## src/rtl/mux_pkg.sv

```systemverilog
// Shared types and helpers for the mux_scan_n channel scanner.
package mux_pkg;

  typedef enum logic [1:0] {
    IDLE   = 2'd0,
    MANUAL = 2'd1,
    SCAN   = 2'd2
  } state_t;

  // Select/pointer width: at least one bit even for tiny channel counts.
  function automatic int unsigned sel_w(input int unsigned n);
    return (n > 2) ? $clog2(n) : 1;
  endfunction

endpackage

```

## src/rtl/mux_scan_n_if.sv

```systemverilog
// Channel bus for mux_scan_n: packed inputs and controls in, selected data out.
interface mux_scan_n_if
  import mux_pkg::*;
#(
  parameter int unsigned N = 8,
  parameter int unsigned W = 1
);
  localparam int unsigned SW = sel_w(N);

  logic [N*W-1:0] in;
  logic [SW-1:0]  sel;
  logic           mode;
  logic           load;
  logic           hold;
  logic [W-1:0]   y;
  logic [SW-1:0]  ch;
  logic           y_valid;
  logic           wrap;
  logic           sel_err;

  modport master (
    output in, sel, mode, load, hold,
    input  y, ch, y_valid, wrap, sel_err
  );

  modport slave (
    input  in, sel, mode, load, hold,
    output y, ch, y_valid, wrap, sel_err
  );
endinterface

```

## src/rtl/scan_counter.sv

```systemverilog
// Scan pointer with per-channel dwell counter; wrap is a registered pulse
// raised on the edge where the pointer moves from N-1 back to 0.
module scan_counter
  import mux_pkg::*;
#(
  parameter int unsigned N     = 8,
  parameter int unsigned DWELL = 1,
  localparam int unsigned SW   = sel_w(N)
) (
  input  logic          clk,
  input  logic          rst_n,
  input  logic          clear,
  input  logic          load,
  input  logic [SW-1:0] load_val,
  input  logic          hold,
  input  logic          enable,
  output logic [SW-1:0] ptr,
  output logic          wrap
);

  localparam int unsigned DW = (DWELL > 1) ? $clog2(DWELL) : 1;

  logic [DW-1:0] dwell;
  logic          last_dwell;
  logic          last_ptr;

  assign last_dwell = (dwell == DW'(DWELL - 1));
  assign last_ptr   = (ptr == SW'(N - 1));

  // Priority: clear > load > hold > advance.
  always_ff @(posedge clk or negedge rst_n) begin
    if (!rst_n) begin
      ptr   <= '0;
      dwell <= '0;
      wrap  <= 1'b0;
    end else begin
      wrap <= 1'b0;
      if (clear) begin
        ptr   <= '0;
        dwell <= '0;
      end else if (load) begin
        ptr   <= (32'(load_val) >= N) ? '0 : load_val;
        dwell <= '0;
      end else if (enable && !hold) begin
        if (last_dwell) begin
          dwell <= '0;
          if (last_ptr) begin
            ptr  <= '0;
            wrap <= 1'b1;
          end else begin
            ptr <= ptr + SW'(1);
          end
        end else begin
          dwell <= dwell + DW'(1);
        end
      end
    end
  end

endmodule

```

## src/rtl/mux_scan_n.sv

```systemverilog
// N-channel registered mux with manual select or automatic round-robin scan.
module mux_scan_n
  import mux_pkg::*;
#(
  parameter int unsigned N     = 8,
  parameter int unsigned W     = 1,
  parameter int unsigned DWELL = 1
) (
  input  logic         clk,
  input  logic         rst_n,
  mux_scan_n_if.slave  bus
);

  localparam int unsigned SW = sel_w(N);

  state_t        state;
  logic [SW-1:0] ptr;
  logic          cnt_wrap;
  logic [SW-1:0] eff;
  logic          in_range;
  logic [W-1:0]  chan;

  // In MANUAL the pointer tracks sel so a later scan resumes from there.
  scan_counter #(
    .N     (N),
    .DWELL (DWELL)
  ) u_scan_counter (
    .clk      (clk),
    .rst_n    (rst_n),
    .clear    (state == IDLE),
    .load     ((state == MANUAL) || ((state == SCAN) && bus.load)),
    .load_val (bus.sel),
    .hold     (bus.hold),
    .enable   (state == SCAN),
    .ptr      (ptr),
    .wrap     (cnt_wrap)
  );

  assign eff      = (state == SCAN) ? ptr : bus.sel;
  assign in_range = (32'(eff) < N);

  // Out-of-range selects match no channel and yield zero data.
  always_comb begin
    chan = '0;
    for (int i = 0; i < N; i++) begin
      if (32'(eff) == 32'(i)) chan = bus.in[i*W +: W];
    end
  end

  always_ff @(posedge clk or negedge rst_n) begin
    if (!rst_n) begin
      state       <= IDLE;
      bus.y       <= '0;
      bus.ch      <= '0;
      bus.y_valid <= 1'b0;
      bus.wrap    <= 1'b0;
      bus.sel_err <= 1'b0;
    end else begin
      bus.wrap    <= cnt_wrap;
      bus.sel_err <= 1'b0;
      case (state)
        IDLE: state <= bus.mode ? SCAN : MANUAL;
        MANUAL, SCAN: begin
          bus.y       <= chan;
          bus.ch      <= eff;
          bus.y_valid <= 1'b1;
          bus.sel_err <= !in_range;
          if (bus.mode && (state == MANUAL))      state <= SCAN;
          else if (!bus.mode && (state == SCAN))  state <= MANUAL;
        end
        default: state <= IDLE;
      endcase
    end
  end

endmodule

```

## src/flat_wrapper.sv

```systemverilog
// flat-port wrapper written by rule: the top's interface ports become plain ports
module mux_scan_n_flat import mux_pkg::*;
#(
  parameter int unsigned N     = 8,
  parameter int unsigned W     = 1,
  parameter int unsigned DWELL = 1
)
  (clk, rst_n, bus_in, bus_sel, bus_mode, bus_load, bus_hold, bus_y, bus_ch, bus_y_valid, bus_wrap, bus_sel_err);
  mux_scan_n_if #(.N(N), .W(W)) bus_i ();
  input  logic clk;
  input  logic rst_n;
  input wire logic [$bits(bus_i.in)-1:0] bus_in;
  input wire logic [$bits(bus_i.sel)-1:0] bus_sel;
  input wire logic [$bits(bus_i.mode)-1:0] bus_mode;
  input wire logic [$bits(bus_i.load)-1:0] bus_load;
  input wire logic [$bits(bus_i.hold)-1:0] bus_hold;
  output wire logic [$bits(bus_i.y)-1:0] bus_y;
  output wire logic [$bits(bus_i.ch)-1:0] bus_ch;
  output wire logic [$bits(bus_i.y_valid)-1:0] bus_y_valid;
  output wire logic [$bits(bus_i.wrap)-1:0] bus_wrap;
  output wire logic [$bits(bus_i.sel_err)-1:0] bus_sel_err;
  assign bus_i.in = bus_in;
  assign bus_i.sel = bus_sel;
  assign bus_i.mode = bus_mode;
  assign bus_i.load = bus_load;
  assign bus_i.hold = bus_hold;
  assign bus_y = bus_i.y;
  assign bus_ch = bus_i.ch;
  assign bus_y_valid = bus_i.y_valid;
  assign bus_wrap = bus_i.wrap;
  assign bus_sel_err = bus_i.sel_err;
  mux_scan_n #(.N(N), .W(W), .DWELL(DWELL)) u_core (.clk(clk), .rst_n(rst_n), .bus(bus_i));
endmodule
```

## config.mk

```make
export PLATFORM = sky130hd
export DESIGN_NAME = mux_scan_n_flat
export DESIGN_NICKNAME = d
export VERILOG_FILES = /design/src/rtl/mux_pkg.sv /design/src/rtl/mux_scan_n_if.sv /design/src/rtl/scan_counter.sv /design/src/rtl/mux_scan_n.sv /design/src/flat_wrapper.sv
export SDC_FILE = /design/constraint.sdc
export NUM_CORES = 1
export LEC_CHECK = 0
export CAP_MARGIN = 25
export CORE_UTILIZATION = 41
export DETAILED_ROUTE_END_ITERATION = 8
export DONT_BUFFER_PORTS = 1
export HOLD_SLACK_MARGIN = 0.02
export SYNTH_ARGS = -nofsm -noshare
export SYNTH_HDL_FRONTEND = slang
export SYNTH_SLANG_ARGS = --single-unit
```

## constraint.sdc

```tcl
create_clock -name clk -period 2.2 [get_ports clk]
set_input_delay 0.44 -clock clk [delete_from_list [all_inputs] [get_ports clk]]
set_output_delay 0.44 -clock clk [all_outputs]
set_load 0.01 [all_outputs]
```

==> metrics.txt <==
outcome finished, final reports clean; clk buf depth 2; antenna violations before repair 0; fin nets 97; num ports 23; Die Footprint 1910 sq um; CP arrival 2.18 ns; CTS sink cnt 12; CP Max Fanout 5; part of the cycle the worst path needs 92.3%; WL per Instance 14.0 um; CTS tree built; row cnt 14; Final Cell Area 772 sq um; slowest CP cell mux4_1; worst slack, placed 0.151 ns; crit path cell chain inv_1 -> ha_1 -> mux2i_2 -> mux4_1 -> mux2i_1 -> a21oi_1; Placer Congestion 0.671; CTS root buffer clkbuf_4; global-route wire length before repair 2020 um; Final Max Tran Viols 0; CP Data Required Time 2.35 ns; largest net degree at the start of global routing 13; TritonRoute pass-1 iters 4; DR iter-0 viols 13; max cap viols 0; leading cell type in the layout, fill and taps excluded dfrtp_1; Cells after Synth 70; DP Wirelength 940 um; setup total negative slack 0 ns; setup slack after layout 0.170 ns; met1 wire length 568 um; crit path capture type flop; Leak 0.000361 uW; DIE HEIGHT 43.7 um; routed vias 511; Fmax 493 MHz; total grt overflow 0; commonest non-fill, non-tap cells in the layout dfrtp_1, nor2_1, a21oi_1, ha_1, inv_1; DRT antenna net count 0; worst slew pin tran 0.565 ns; area delta synth->final 8.25%; VDD IR-drop max 0.000649 V; Post-CTS Setup Inserts 0; clock period minus worst slack 2.03 ns; Mapped Nets 93; Ys Warns 0; number of buffers created by CTS 3; pwr/cell area 1310 nW/um^2; DRC 0; multi-input logic area 383 sq um; Starting Density 45.7%; vias in the first global route 487; uppermost routed layer met3; WL met3 71 um; drt total wl 1240 um; Seq. cell area 300 sq um; layout cells sized above 1 8.22%; clock-pin transition on the worst setup and hold timing paths 0.08 ns; Area after DPL 722 sq um; PortBufs 0; final-layout fill cell count 152; crit path kind flop to flop; die width 43.7 um; Crit path buffers/inverters 1; # diodes 0; Syn Area/Cell 10.2 sq um; RSZ-0062 raised after global routing no; Tot Pwr 1010 uW; Rel. slew slack 62.2%; Core Area 1560 sq um; DR vias/cell 5.74; max incr delay on CP 0.58 ns; clk_lat worst skew 0.28 ns; synthesized cell area 713 sq um; GRT Total Usage 14.8%; Hold Vio Cnt, Final 0; Yosys cell types 20; met2 wire length 604 um; Worst Hold Class input pin to flop; Clock Skews 0.00147 ns; Final Setup Violations 0; Worst Setup Start Kind flop; sequential share of the synthesized area 42.1%; Yosys reg bits 12; H-tree depth 1; crit-path leading delay family multiplexers
## where the power goes
group,switching [uW],internal [uW],leakage (uW),total (uW)
combinational,255,187,0.000196,442
sequential,87.0,303,0.000144,390
clock,78.0,101,0.0000210,179
total,420,591,0.000361,1010
## registers in the layout, indices dropped and copies added (netlist names)
signal / count
u_core.u_scan_counter.ptr: 3
u_core.bus.y: 1
u_core.bus.ch: 3
u_core.bus.wrap: 1
u_core.bus.y_valid: 1
u_core.u_scan_counter.wrap: 1
u_core.state: 2
## per-layer routing
layer  up-vias  track usage [%]
li1        254                -
met1       243             18.6
met2        14             23.3
met3         0             6.67
met4         0             3.75
met5         -                0
## Yosys cell counts (all sizes together)
library cell  count  area share [%]
inv               6             3.2
or2               1            0.88
o21ai             2             1.4
a221oi            1             1.2
nand2b            2             1.8
mux2i             6             8.4
dfrtp            12              42
buf               1             1.1
nand2             3             1.6
clkbuf            1            0.53
o41ai             1             1.2
o22ai             1            0.88
a21oi             8             5.6
nor4              1            0.88
ha                7              12
a211oi            3             3.2
nor2             10             5.3
conb              1            0.53
nor3              1            0.70
mux4              2             7.4
## cell type report
| class | instances | share of cell area, % |
|---|---|---|
| Multi-Input combinational cell | 50 | 49.6 |
| Sequential cell | 12 | 38.9 |
| Clock buffer | 4 | 4.70 |
| Inverter | 6 | 2.92 |
| Tap cell | 16 | 2.59 |
| Timing Repair Buffer | 1 | 1.30 |
## logic make-up after synthesis
kind of cell / count (synthesis) / share of synthesized area [%]
AOI/OAI and AO/OA: 16 / 13.5
adders and majority gates: 7 / 12.3
buffers and inverters: 8 / 4.74
DFF: 12 / 42.1
muxes: 8 / 15.8
other: 1 / 0.526
and+or+nand+nor: 18 / 11.1
## worst reg2reg max path, stage by stage (launching register included)
cell and delay (ns):
dfrtp_1 0.42, inv_1 0.12, ha_1 0.25, mux2i_2 0.31
mux4_1 0.58, mux2i_1 0.14, a21oi_1 0.08
## path summary, 6_finish.rpt
kind | from | to | slack [ns] | cells past startpoint
hold / removal | bus_mode | u_core.state[1] | 0.33 | 2
max in group asynchronous | rst_n | u_core.bus.y | 1.24 | 1
hold reg to reg | u_core.u_scan_counter.wrap | u_core.bus.wrap | 0.36 | 0
setup / recovery | u_core.state[0] | u_core.bus.y | 0.17 | 6
setup reg to reg | u_core.state[0] | u_core.bus.y | 0.17 | 6
min in group asynchronous | rst_n | u_core.u_scan_counter.ptr[2] | 0.59 | 1
## timing repair
action / 4_1_cts / 5_1_grt
hold endpoints to repair: 12 / 0
gates resized for setup: 0 / 1
endpoints found under the setup margin: 0 / 1
hold buffers: 1 / 0
## metrics by stage
step | hold WS (ns) | cells | util (%)
CTS | 0.325 | 89 | 49.3
detailed placement | 0.145 | 84 | 46.3
floorplan | 0.144 | 70 | -
finish | 0.327 | 89 | 49.5
global route | 0.334 | 89 | 49.5
global placement | 0.145 | 84 | 46.3
(Power assumes the default switching activity.)
